==> src/rtl/dmem_axi_pkg.sv <==
// Shared types and AXI attribute constants for the data-memory AXI master.
// Pure declarations; no logic.
// No handshake of its own.
package dmem_axi_pkg;

    typedef enum logic [2:0] {
        IDLE,
        RD_ADDR,
        RD_DATA,
        WR_REQ,
        WR_RESP,
        DONE
    } dmem_axi_state_e;

    localparam logic [7:0] AXI_LEN_SINGLE = 8'd0;
    localparam logic [2:0] AXI_SIZE_WORD  = 3'b010;
    localparam logic [1:0] AXI_BURST_INCR = 2'b01;
    localparam logic [1:0] AXI_RESP_OKAY  = 2'b00;

endpackage

==> src/rtl/dmem_axi_master.sv <==
// Bridges the core's data-memory request port to single-beat AXI master channels.
// Latency: 4 cycles per load/store minimum (request, address, response, DONE).
// Backpressure: stall_o freezes the pipeline; optional sticky bus error via DMEM_BUS_ERR_EN.
module dmem_axi_master
    import dmem_axi_pkg::*;
#(
    parameter int ADDR_W = 32,
    parameter int DATA_W = 32
) (
    input  logic                  ACLK,
    input  logic                  ARESETn,
    input  logic [ADDR_W-1:0]     req_addr,
    input  logic                  req_ren,
    input  logic                  req_wen,
    input  logic [DATA_W/8-1:0]   req_wstrb,
    input  logic [DATA_W-1:0]     req_wdata,
    output logic [DATA_W-1:0]     rsp_rdata,
    output logic                  stall_o,
    output logic [ADDR_W-1:0]     ARADDR,
    output logic [7:0]            ARLEN,
    output logic [2:0]            ARSIZE,
    output logic [1:0]            ARBURST,
    output logic                  ARVALID,
    input  logic                  ARREADY,
    input  logic [DATA_W-1:0]     RDATA,
    input  logic [1:0]            RRESP,
    input  logic                  RVALID,
    output logic                  RREADY,
    output logic [ADDR_W-1:0]     AWADDR,
    output logic [7:0]            AWLEN,
    output logic [2:0]            AWSIZE,
    output logic [1:0]            AWBURST,
    output logic                  AWVALID,
    input  logic                  AWREADY,
    output logic [DATA_W-1:0]     WDATA,
    output logic [DATA_W/8-1:0]   WSTRB,
    output logic                  WVALID,
    input  logic                  WREADY,
    input  logic [1:0]            BRESP,
    input  logic                  BVALID,
    output logic                  BREADY
`ifdef DMEM_BUS_ERR_EN
    ,
    output logic                  err_o,
    output logic [ADDR_W-1:0]     err_addr_o
`endif
);

    dmem_axi_state_e     state_q, state_d;
    logic [ADDR_W-1:0]   addr_q, addr_d;
    logic [DATA_W-1:0]   wdata_q, wdata_d;
    logic [DATA_W/8-1:0] wstrb_q, wstrb_d;
    logic [DATA_W-1:0]   rdata_q, rdata_d;
    logic                aw_pend_q, aw_pend_d;
    logic                w_pend_q, w_pend_d;
    logic                bus_err;

    always_ff @(posedge ACLK or negedge ARESETn) begin
        if (!ARESETn) begin
            state_q   <= IDLE;
            addr_q    <= '0;
            wdata_q   <= '0;
            wstrb_q   <= '0;
            rdata_q   <= '0;
            aw_pend_q <= 1'b0;
            w_pend_q  <= 1'b0;
        end else begin
            state_q   <= state_d;
            addr_q    <= addr_d;
            wdata_q   <= wdata_d;
            wstrb_q   <= wstrb_d;
            rdata_q   <= rdata_d;
            aw_pend_q <= aw_pend_d;
            w_pend_q  <= w_pend_d;
        end
    end

    always_comb begin
        state_d   = state_q;
        addr_d    = addr_q;
        wdata_d   = wdata_q;
        wstrb_d   = wstrb_q;
        rdata_d   = rdata_q;
        aw_pend_d = aw_pend_q;
        w_pend_d  = w_pend_q;
        stall_o   = 1'b1;
        case (state_q)
            IDLE: begin
                stall_o = req_ren | req_wen;
                if (req_wen) begin
                    addr_d    = req_addr;
                    wdata_d   = req_wdata;
                    wstrb_d   = req_wstrb;
                    aw_pend_d = 1'b1;
                    w_pend_d  = 1'b1;
                    state_d   = WR_REQ;
                end else if (req_ren) begin
                    addr_d  = req_addr;
                    state_d = RD_ADDR;
                end
            end
            RD_ADDR: begin
                if (ARREADY) state_d = RD_DATA;
            end
            RD_DATA: begin
                if (RVALID) begin
                    rdata_d = RDATA;
                    state_d = DONE;
                end
            end
            WR_REQ: begin
                // AW and W complete independently; leave once neither is outstanding
                if (AWREADY) aw_pend_d = 1'b0;
                if (WREADY)  w_pend_d  = 1'b0;
                if ((!aw_pend_q || AWREADY) && (!w_pend_q || WREADY)) state_d = WR_RESP;
            end
            WR_RESP: begin
                if (BVALID) state_d = DONE;
            end
            DONE: begin
                // The finished request is still held by MEM this cycle, so do not resample it
                stall_o = 1'b0;
                state_d = IDLE;
            end
            default: state_d = IDLE;
        endcase
    end

    assign ARVALID   = (state_q == RD_ADDR);
    assign ARADDR    = addr_q;
    assign ARLEN     = AXI_LEN_SINGLE;
    assign ARSIZE    = AXI_SIZE_WORD;
    assign ARBURST   = AXI_BURST_INCR;
    assign RREADY    = (state_q == RD_DATA);
    assign AWVALID   = aw_pend_q;
    assign AWADDR    = addr_q;
    assign AWLEN     = AXI_LEN_SINGLE;
    assign AWSIZE    = AXI_SIZE_WORD;
    assign AWBURST   = AXI_BURST_INCR;
    assign WVALID    = w_pend_q;
    assign WDATA     = wdata_q;
    assign WSTRB     = wstrb_q;
    assign BREADY    = (state_q == WR_RESP);
    assign rsp_rdata = rdata_q;

    assign bus_err = (RVALID && RREADY && (RRESP != AXI_RESP_OKAY)) ||
                     (BVALID && BREADY && (BRESP != AXI_RESP_OKAY));

`ifdef DMEM_BUS_ERR_EN
    logic              err_q;
    logic [ADDR_W-1:0] err_addr_q;

    // First failing address is kept; later errors only keep the flag set
    always_ff @(posedge ACLK or negedge ARESETn) begin
        if (!ARESETn) begin
            err_q      <= 1'b0;
            err_addr_q <= '0;
        end else if (bus_err && !err_q) begin
            err_q      <= 1'b1;
            err_addr_q <= addr_q;
        end
    end

    assign err_o      = err_q;
    assign err_addr_o = err_addr_q;
`else
    logic unused_bus_err;
    assign unused_bus_err = bus_err;
`endif

endmodule

==> config.mk <==
export PLATFORM = sky130hd
export DESIGN_NAME = dmem_axi_master
export DESIGN_NICKNAME = d
export VERILOG_FILES = /design/src/rtl/dmem_axi_pkg.sv /design/src/rtl/dmem_axi_master.sv
export SDC_FILE = /design/constraint.sdc
export NUM_CORES = 1
export LEC_CHECK = 0
export CAP_MARGIN = 20
export CORE_UTILIZATION = 40
export CTS_CLUSTER_DIAMETER = 200
export DETAILED_ROUTE_END_ITERATION = 8
export PLACE_DENSITY = 0.94
export SLEW_MARGIN = 20
export SYNTH_ARGS = -nofsm -noshare
export SYNTH_HDL_FRONTEND = slang
export SYNTH_SLANG_ARGS = --single-unit
==> constraint.sdc <==
create_clock -name ACLK -period 5.3 [get_ports ACLK]
set_input_delay 1.06 -clock ACLK [delete_from_list [all_inputs] [get_ports ACLK]]
set_output_delay 1.06 -clock ACLK [all_outputs]
set_load 0.01 [all_outputs]
=== Word level (Yosys, flattened, before mapping) ===
Cells that the tools add are included.

* Bits of input ports: 113
* Flip-flop bits (word level): 105
* Output and inout port bits: 164

* Reductions and logical operators: 14
* Muxes and demuxes: 15
* Bitwise gates (word level): 1
* Equal/unequal tests: 13

{| class="wikitable"
|+ Operators by type and width
! operator !! count
|-
| 32-bit two-way mux || 2
|-
| 3-bit two-way mux || 6
|-
| 3-bit one-hot mux with 5 select lines || 1
|-
| 2-bit != test, second input constant || 6
|-
| 3-bit by 2-bit == test with 1-bit output, second input constant || 2
|-
| 3-bit == test, second input constant || 2
|-
| 1-bit one-hot mux with 2 select lines || 3
|-
| 2-bit AND reduction || 3
|-
| 3-bit AND reduction || 2
|-
| 5-bit AND reduction || 1
|-
| 2-bit nonzero test || 2
|-
| 3-bit by 1-bit == test with 1-bit output, second input constant || 1
|-
| 3-bit logical NOT || 1
|-
| 1-bit two-way mux || 3
|-
| 3-bit != test, second input constant || 1
|-
| 1-bit logical NOT || 2
|-
| 1-bit logical OR || 2
|-
| 2-bit by 1-bit != test with 1-bit output, second input constant || 1
|-
| 1-bit logical AND || 1
|-
| 1-bit OR || 1
|}

=== Longest topological paths before layout ===
Gate-level depths: netlist (run 1).

* Word-level depth: 5
* Depth in mapped cells: 5
* Gate-level depth less buffers: 3

=== Worst setup path after synthesis (run 1) ===
Ideal clock, no wire load.

* Path kind: input -> output
* Start: input req_wen
* End: output stall_o
* Data required time: 4.240 ns
* Buffers on the path: 0
* Arrival: 1.615 ns
* Stages: 3
* Setup slack: 2.625 ns
* Cells stage by stage: nor4_1 > a21oi_1 > or2_2

* Word-level cells in the longest chain between the ends: 2

{| class="wikitable"
|+ Ends and longest elaborated chain
! item !! RTL line !! RTL
|-
| start: declaration || dmem_axi_master.sv:14 || <nowiki>input logic req_wen,</nowiki>
|-
| 1-bit OR || dmem_axi_master.sv:89 || <nowiki>stall_o = req_ren | req_wen;</nowiki>
|-
| 1-bit one-hot mux with 2 select lines || dmem_axi_master.sv:87 || <nowiki>case (state_q)</nowiki>
|-
| end: declaration || dmem_axi_master.sv:18 || <nowiki>output logic stall_o,</nowiki>
|}

No other way between the ends.

=== Worst setup path after layout (run 1) ===
Ends and elaborated chain as after synthesis.

==> results.cfg, run 1 <==
[synthesis]
syn_inst = 313
synth_edf_count = 0
synth_ff_type = dfrtp_1
yosys-top-cells-count = dfrtp_1, mux2_2, buf_4
yosys.cell_types.count = 30
ys_ff_latch = 105
yosysSeqAreaShare_pct = 57.7
yosysTopAreaCell = dfrtp_1
synthArstFlopShare_pct = 100
yosysWarnings = 0
synth.area.top_cells = dfrtp_1, mux2_2, buf_4
syn_avg_cell_area_um2 = 14.5
synth.most_common_cell = dfrtp_1
synth_top_cell_area_share_pct = 57.7
syn_area_um2 = 4550

[grt]
grt_pass1_wl_mm = 17.3
grt_pass1_vias = 3371
grt_overflow = 0
grt_max_degree = 62
antenna_found_initial = 0
grt_usage_pct = 19.8

[final_layout]
regArea_um2 = 2630
area_delta_synth_final_pct = 56.1
drive_above_1_share_pct = 22.6
diodes = 0
postLayoutCellArea_um2 = 7110
stdcell_count = 672
nets = 640
num-fill-cells = 786
multi_input_area_um2 = 1490

[power]
cellLeakagePower_uw = 0.00292
combPwrFrac_pct = 49.4
pwr-share-clk_pct = 16.1
p_seq_share_pct = 34.4
p_sw_uw = 1380
power_density_nw_per_um2 = 623
intPower_uw = 3050
max-vdd-ir-drop_mv = 0.372
switching_share_pct = 31.1

[clocking]
ctsHoldBuffers = 0
clock-sinks = 105
cts_buffer_depth = 2
post_cts_buffers = 0
cts_tree = built
htree_levels = 3
cts-resized-gates = 0
clk_latency_ps = 350
cts_root_buf = clkbuf_16
clk_pin_slew_ps = 70
cts_buffers = 9

[critical_path]
cp-end-kind = primary output
critPathMaxFanout = 6
reg2reg_to = rsp_rdata[26]
arrival_ps = 2670
crit_required_ps = 4240
r2r_cells = 4
rrSetupSlack_ps = 2920
r2r_start = state_q[2]
setup.worst_path.class = in -> out
critPathLaunchType = input port

[floorplanning]
initial_core_util_pct = 41.4
core_area_um2 = 11000
io_pins = 277
die_area_um2 = 11800
row_count = 38
die_x_um = 109
die_h_um = 109

[detailed_routing]
wl_per_cell_um = 16.6
wl_mm = 11.1
vias = 3150
ant_nets = 0
routed_via_density = 4.69
drt_iter0_drc = 96
firstDrtPassIters = 3
drcViolationCount = 0

[timing]
hold_viol = 0
worstMarginPinSlew_ps = 767
fmax_mhz = 268
setup_viol = 0
tns_ps = 0
fin_crit_sh_pct = 70.4
finClkSkew_ps = 8.88
slew_violations = 0
rsz0062_at_grt = no
fin_crit_ps = 3730
max_slew_margin_pct = 48.9

[min_path]
hold_path_class = reg -> reg
holdCritStartpoint = WDATA[23]
hold_depth = 1
min_to = WDATA[23]

[placed_design]
port_buffers = 246
place_congestion = 0.801
dp_cells = 656
placed_area_um2 = 6780
dp.final_hpwl_mm = 8.55

[status]
status = finished, final reports clean

[job]
maxCapViolCount = 0
## registers in the layout, indices dropped and copies added, names as in the netlist
name / count
ARADDR: 32
AWVALID: 1
WDATA: 32
WSTRB: 4
WVALID: 1
rsp_rdata: 32
state_q: 3
## area by class of cell
| type | instances | share of cell area [%] |
|---|---|---|
| Clock buffer | 12 | 3.47 |
| Clock inverter | 4 | 1.07 |
| Multi-Input combinational cell | 161 | 21.0 |
| Sequential cell | 105 | 37.0 |
| Tap cell | 140 | 2.46 |
| Timing Repair Buffer | 250 | 35.0 |
## logic make-up (layout without fill, tap and decap cells)
family	count (synthesis)	in the layout	share of synthesized area (%)
flip-flops	105	105	57.7
AO/OA/AOI/OAI	10	10	1.51
AND/OR/NAND/NOR	24	24	4.15
multiplexers	101	101	25.0
other	2	26	0.165
buffers and inverters	71	266	11.5
## worst max-delay path: stages
cell             delay [ps]
clkdlybuf4s50_1         500
nor4_1                  260
a21oi_1                  60
or2_2                   300
clkdlybuf4s50_1         500
## metrics by stage
| stage | worst slack, ps | util (%) | total power, µW | hold WS, ps |
|---|---|---|---|---|
| 2_1_floorplan | 2620 | - | 2610 | 529 |
| 3_3_place_gp | 1550 | 61.8 | 3660 | 472 |
| 3_5_place_dp | 1570 | 61.8 | 3750 | 475 |
| 4_1_cts | 1550 | 64.7 | 4490 | 491 |
| 5_1_grt | 1440 | 64.7 | 4690 | 515 |
| 6_report | 1570 | 64.7 | 4430 | 486 |
## cell usage in the layout, fill, tap and decap left out
| cell type | synthesis | routed |
|---|---|---|
| o31ai_1 | 2 | 2 |
| o32a_1 | 1 | 1 |
| clkinvlp_4 | 0 | 1 |
| clkinv_4 | 0 | 1 |
| nor4_1 | 1 | 1 |
| a311o_1 | 1 | 1 |
| nor2_1 | 4 | 4 |
| nand2_1 | 2 | 2 |
| nand2b_2 | 1 | 1 |
| clkbuf_8 | 0 | 1 |
| mux2_2 | 96 | 96 |
| nand3b_1 | 2 | 2 |
| o21bai_1 | 1 | 1 |
| mux2_1 | 4 | 4 |
| o21ai_0 | 2 | 2 |
| a21oi_1 | 2 | 2 |
| clkbuf_16 | 0 | 9 |
| nor3b_1 | 3 | 3 |
| a31oi_1 | 1 | 1 |
| dfrtp_1 | 105 | 105 |
| conb_1 | 2 | 26 |
| mux2i_1 | 1 | 1 |
| and3b_1 | 1 | 1 |
| bufinv_16 | 0 | 2 |
| nor4b_4 | 1 | 1 |
| clkdlybuf4s50_1 | 0 | 245 |
| or2_2 | 1 | 1 |
| nor2b_1 | 2 | 2 |
| buf_4 | 61 | 5 |
| clkbuf_1 | 3 | 2 |
| nor3b_4 | 1 | 1 |
| nand2b_1 | 2 | 2 |
| nor3_1 | 2 | 2 |
| nor4_4 | 1 | 1 |
## power by group through the flow
stage | Clock [µW] | Combinational [µW] | Sequential (µW)
floorplan | 0 | 959 | 1650
global placement | 0 | 2160 | 1500
detailed placement | 0 | 2210 | 1540
CTS | 741 | 2220 | 1530
global route | 771 | 2330 | 1590
finish | 714 | 2190 | 1530
## per-layer routing
metal	global-route usage [%]	routed length, µm
met5	0	0
met4	10.8	337
met3	6.28	926
met2	36.0	5930
met1	19.9	3950
## how the worst max path moves through the flow
stage / startpoint / end / slack, ps
after floorplan: req_wen / stall_o / 2620
after global placement: req_wen / stall_o / 1550
after detailed placement: req_wen / stall_o / 1570
after CTS: req_wen / stall_o / 1550
after global routing: req_wen / stall_o / 1440
final: req_wen / stall_o / 1570
Power figures use the tool's default switching activity.
==> run 2, diff against run 1 <==
--- a/config.mk
+++ b/config.mk
@@ -6,10 +6,10 @@
 export NUM_CORES = 1
 export LEC_CHECK = 0
 export CAP_MARGIN = 20
-export CORE_UTILIZATION = 40
+export CORE_UTILIZATION = 37
 export CTS_CLUSTER_DIAMETER = 200
 export DETAILED_ROUTE_END_ITERATION = 8
-export PLACE_DENSITY = 0.94
+export PLACE_DENSITY = 0.88
 export SLEW_MARGIN = 20
 export SYNTH_ARGS = -nofsm -noshare
 export SYNTH_HDL_FRONTEND = slang
==> constraint.sdc (replaced) <==
create_clock -name ACLK -period 3.75 [get_ports ACLK]
set_input_delay 0.75 -clock ACLK [delete_from_list [all_inputs] [get_ports ACLK]]
set_output_delay 0.75 -clock ACLK [all_outputs]
set_load 0.01 [all_outputs]
==> run 2 against run 1 <==
Compared with the run above:
- sequential share of layout area grew 0.23 points
- critical endpoint unchanged
- clock skew shrank 1.5 ps
- first-iteration DRC count shrank 11%
- register-to-register slack lost 1500 ps
- clock-buffer cell count shrank 1
- worst hold slack lost 38 ps
- highest routed layer unchanged
- die area grew 8.0%
==> results.cfg, run 2 (same netlist as run 1, synthesis figures left out) <==
[critical_path]
critPathMaxFanout = 6
r2r_cells = 4
crit_required_ps = 3000
arrival_ps = 2410
setup.worst_path.class = in -> out
reg2reg_to = rsp_rdata[7]
crit_start = req_wen
critPathLaunchType = input port
rrSetupSlack_ps = 1420
cp-end-kind = primary output
r2r_start = state_q[2]

[grt]
grt_pass1_wl_mm = 17.5
globalRouteMet3Util_pct = 5.57
grt_pass1_vias = 3320
use_met1_pct = 20.1
grt_usage_pct = 18.1
grt_busiest_layer = met2
antenna_found_initial = 0
grt_overflow = 0
grt_max_degree = 55
grtUsageMet2_pct = 31.7

[job]
maxCapViolCount = 0

[timing]
hold_viol = 0
rsz0062_at_grt = no
setup_viol = 0
fmax_mhz = 316
fin_crit_ps = 3160
fin_crit_sh_pct = 84.3
finClkSkew_ps = 7.41
worstMarginPinSlew_ps = 679
slew_violations = 0
max_slew_margin_pct = 54.7
tns_ps = 0

[detailed_routing]
firstDrtPassIters = 4
drcViolationCount = 0
vias = 3130
drt_iter0_drc = 85
wl_mm = 11.1
wl_per_cell_um = 16.3
routed_via_density = 4.61
ant_nets = 0

[final_layout]
num-fill-cells = 956
area_delta_synth_final_pct = 55.2
multi_input_area_um2 = 1490
nets = 641
regArea_um2 = 2630
diodes = 0
final_cell_mix = clkdlybuf4s50_1, dfrtp_1, mux2_2
drive_above_1_share_pct = 22.6
final_common_cell = clkdlybuf4s50_1

[clocking]
post_cts_buffers = 0
cts_buffers = 9
clock-sinks = 105
cts-resized-gates = 0
htree_levels = 3
clk_latency_ps = 350
clk_pin_slew_ps = 70
cts_tree = built
cts_buffer_depth = 2
cts_root_buf = clkbuf_16
ctsHoldBuffers = 0

[min_path]
hold_path_class = in -> async

[power]
finalPower_uw = 6110
max-vdd-ir-drop_mv = 0.408
cellLeakagePower_uw = 0.00290
power_density_nw_per_um2 = 865

[placed_design]
place_congestion = 0.724
port_buffers = 246
dp.final_hpwl_mm = 8.53

[floorplanning]
die_area_um2 = 12700
core_area_um2 = 12000
die_h_um = 113
initial_core_util_pct = 37.9
row_count = 40
io_pins = 277
die_x_um = 113

[status]
status = finished, final reports clean
run 2: cell types whose count changed in the layout (fill, tap and decap cells not counted):
cell,previous run,this run
clkbuf_8,1,0
bufinv_16,2,0
inv_6,0,1
clkinv_2,0,1
buf_4,5,6
run 2: worst max-delay path: stages:
cell and delay [ps]:
clkdlybuf4s50_1 490, nor4_1 290, a21oi_1 60, or2_2 300
clkdlybuf4s50_1 520
run 2: where the power goes:
part	switching, µW	internal [µW]	total, µW	leakage, µW
Sequential	431	1720	2150	0.00124
Clock	409	450	859	0.000126
Combinational	1110	1990	3100	0.00154
Total	1950	4160	6110	0.00290
run 2: cell type report:
cell class / count / area share [%]
clock inverter: 4 / 0.425
timing repair buffer: 251 / 35.4
sequential: 105 / 37.2
tap: 147 / 2.60
clock buffer: 11 / 3.29
multi-input combinational: 161 / 21.1
run 2: routing by layer:
layer  wire length [µm]  share of wire [%]
met5                  0                  0
met4                228                2.1
met3                860                7.8
met2               5760                 52
met1               4240                 38
run 2: worst max path at each step:
stage	to	slack [ps]
after floorplan	stall_o	1690
after global placement	stall_o	610
after detailed placement	stall_o	590
after CTS	stall_o	570
after global routing	stall_o	520
final	stall_o	590
run 2: metrics by stage:
| stage | setup WS, ps | hold WS (ps) | area, µm² | util, % | std cells |
|---|---|---|---|---|---|
| 4_1_cts | 574 | 458 | 7060 | 58.8 | 679 |
| 3_3_place_gp | 606 | 471 | 6800 | 56.6 | 664 |
| 6_report | 589 | 448 | 7060 | 58.8 | 679 |
| 2_1_floorplan | 1690 | 454 | 4640 | - | 337 |
| 5_1_grt | 517 | 492 | 7060 | 58.8 | 679 |
| 3_5_place_dp | 588 | 480 | 6800 | 56.6 | 664 |
==> run 3, diff against run 2 <==
--- a/config.mk
+++ b/config.mk
@@ -6,10 +6,10 @@
 export NUM_CORES = 1
 export LEC_CHECK = 0
 export CAP_MARGIN = 20
-export CORE_UTILIZATION = 37
+export CORE_UTILIZATION = 34
 export CTS_CLUSTER_DIAMETER = 200
 export DETAILED_ROUTE_END_ITERATION = 8
-export PLACE_DENSITY = 0.88
+export PLACE_DENSITY = 0.85
 export SLEW_MARGIN = 20
 export SYNTH_ARGS = -nofsm -noshare
 export SYNTH_HDL_FRONTEND = slang
==> constraint.sdc (replaced) <==
create_clock -name ACLK -period 2.65 [get_ports ACLK]
set_input_delay 0.53 -clock ACLK [delete_from_list [all_inputs] [get_ports ACLK]]
set_output_delay 0.53 -clock ACLK [all_outputs]
set_load 0.01 [all_outputs]
==> run 3 against run 2 <==
Compared with the run above:
- register-to-register slack got worse by 730 ps
- cell area is 1.9% higher
- global-route usage decreased by 2.2 points
- wire length down 3.8%
- power is 44% higher
- worst hold slack improved by 39 ps
==> results.cfg, run 3 (same netlist as run 1, synthesis figures left out) <==
[status]
status = finished, final reports clean

[critical_path]
critPathMaxFanout = 2
crit_required_ps = 2120
worst-path-buf-inv = 2
slowest_stage = clkdlybuf4s50_1
critical_path.cell_chain = clkdlybuf4s50_1 -> nor4_1 -> a21oi_1 -> or2_2 -> clkdlybuf4s50_1
critPathLaunchType = input port
setup.worst_path.class = in -> out
critical_path.max_stage_delay_ps = 490
critical-path-top-delay-family = buffers and inverters
arrival_ps = 2000
cp-end-kind = primary output
cpMostUsedCell = clkdlybuf4s50_1

[placed_design]
place_congestion = 0.791
dp_cells = 692
dp.final_hpwl_mm = 8.22
port_buffers = 246

[floorplanning]
die_x_um = 118
core_area_um2 = 12800
io_pins = 277
initial_core_util_pct = 35.5
row_count = 41
die_area_um2 = 13900
die_h_um = 118

[grt]
grt_overflow = 0
grt_max_degree = 57
grt_pass1_vias = 3383
grt_pass1_wl_mm = 17.3
antenna_found_initial = 0
grt_usage_pct = 15.9

[power]
power_density_nw_per_um2 = 1220
cellLeakagePower_uw = 0.00295
p_seq_share_pct = 33.8
p_sw_uw = 2700
pwr-share-clk_pct = 15.2
switching_share_pct = 30.7
max-vdd-ir-drop_mv = 0.621
intPower_uw = 6090
combPwrFrac_pct = 51.0

[timing]
fmax_mhz = 396
setup_viol = 0
fin_crit_sh_pct = 95.3
rsz0062_at_grt = no
finClkSkew_ps = 7.33
worstMarginPinSlew_ps = 606
fin_crit_ps = 2530
max_slew_margin_pct = 59.6
hold_viol = 0
tns_ps = 0
holdWs_ps = 487
slew_violations = 0

[final_layout]
num-fill-cells = 1061
stdcell_count = 708
drive_above_1_share_pct = 22.9
final_common_cell = clkdlybuf4s50_1
final_cell_mix = clkdlybuf4s50_1, dfrtp_1, mux2_2
area_delta_synth_final_pct = 58.2
diodes = 0
nets = 645

[detailed_routing]
drcViolationCount = 0
routed_via_density = 4.45
wl_per_cell_um = 15.1
drt_iter0_drc = 76
wl_mm = 10.7
firstDrtPassIters = 4
ant_nets = 0
vias = 3153

[clocking]
cts_root_buf = clkbuf_16
htree_levels = 3
cts_buffers = 9
clk_pin_slew_ps = 70
cts_tree = built
post_cts_buffers = 0
clock-sinks = 105
cts_buffer_depth = 2
clk_latency_ps = 340

[min_path]
hold_path_class = reg -> reg

[job]
maxCapViolCount = 0
[run 3: cell types whose count changed in the layout (fill, tap and decap cells not counted)]
cell / previous run / this run
clkinv_2: 1 / 0
inv_6: 1 / 0
clkinv_4: 1 / 0
clkbuf_8: 0 / 2
bufinv_16: 0 / 1
buf_12: 0 / 3
dlygate4sd3_1: 0 / 1
[run 3: worst paths after layout]
| path | start | to | slack (ps) | depth (start not counted) |
|---|---|---|---|---|
| setup / recovery | req_wen | stall_o | 120 | 5 |
| hold / removal | WSTRB[1] | WSTRB[1] | 490 | 1 |
| setup reg to reg | state_q[1] | rsp_rdata[17] | 690 | 4 |
| hold reg to reg | WSTRB[1] | WSTRB[1] | 490 | 1 |
| max in group asynchronous | ARESETn | WDATA[9] | 1360 | 3 |
| min in group asynchronous | ARESETn | ARADDR[17] | 520 | 2 |
[run 3: power by group through the flow]
| stage | clock [µW] | sequential, µW | combinational, µW |
|---|---|---|---|
| 3_3_place_gp | 0 | 2940 | 4450 |
| 6_report | 1340 | 2960 | 4480 |
| 4_1_cts | 1390 | 2980 | 4540 |
| 3_5_place_dp | 0 | 3010 | 4530 |
| 5_1_grt | 1450 | 3090 | 4740 |
| 2_1_floorplan | 0 | 3300 | 1920 |
[run 3: cell type report]
class	count	area [µm²]	share of cell area, %
flip-flops and latches	105	2630	36.5
repair buffers	255	2570	35.7
clock buffers	13	260	3.61
clock inverters	2	37.5	0.521
multi-input cells	161	1490	20.7
well taps	172	215	2.99
[run 3: routing by layer]
metal / global-route usage [%] / vias up / share of wire, %
li1: - / 1437 / -
met1: 17.2 / 1538 / 37
met2: 28.5 / 161 / 53
met3: 4.99 / 17 / 7.4
met4: 6.97 / 0 / 2.4
met5: 0 / - / 0
[run 3: timing repair]
action,4_1_cts,5_1_grt
resized for setup,0,0
hold buffers,1,0
endpoints found under the setup margin,0,0
endpoints found under the hold margin,1,0
[run 3: per-stage QoR]
| step | area, µm² | util [%] | power, µW | worst slack, ps |
|---|---|---|---|---|
| 2_1_floorplan | 4640 | - | 5220 | 870 |
| 3_3_place_gp | 6890 | 53.7 | 7390 | 76.5 |
| 3_5_place_dp | 6890 | 53.7 | 7540 | 113 |
| 4_1_cts | 7200 | 56.1 | 8920 | 113 |
| 5_1_grt | 7200 | 56.1 | 9280 | 42.8 |
| 6_report | 7200 | 56.1 | 8780 | 125 |
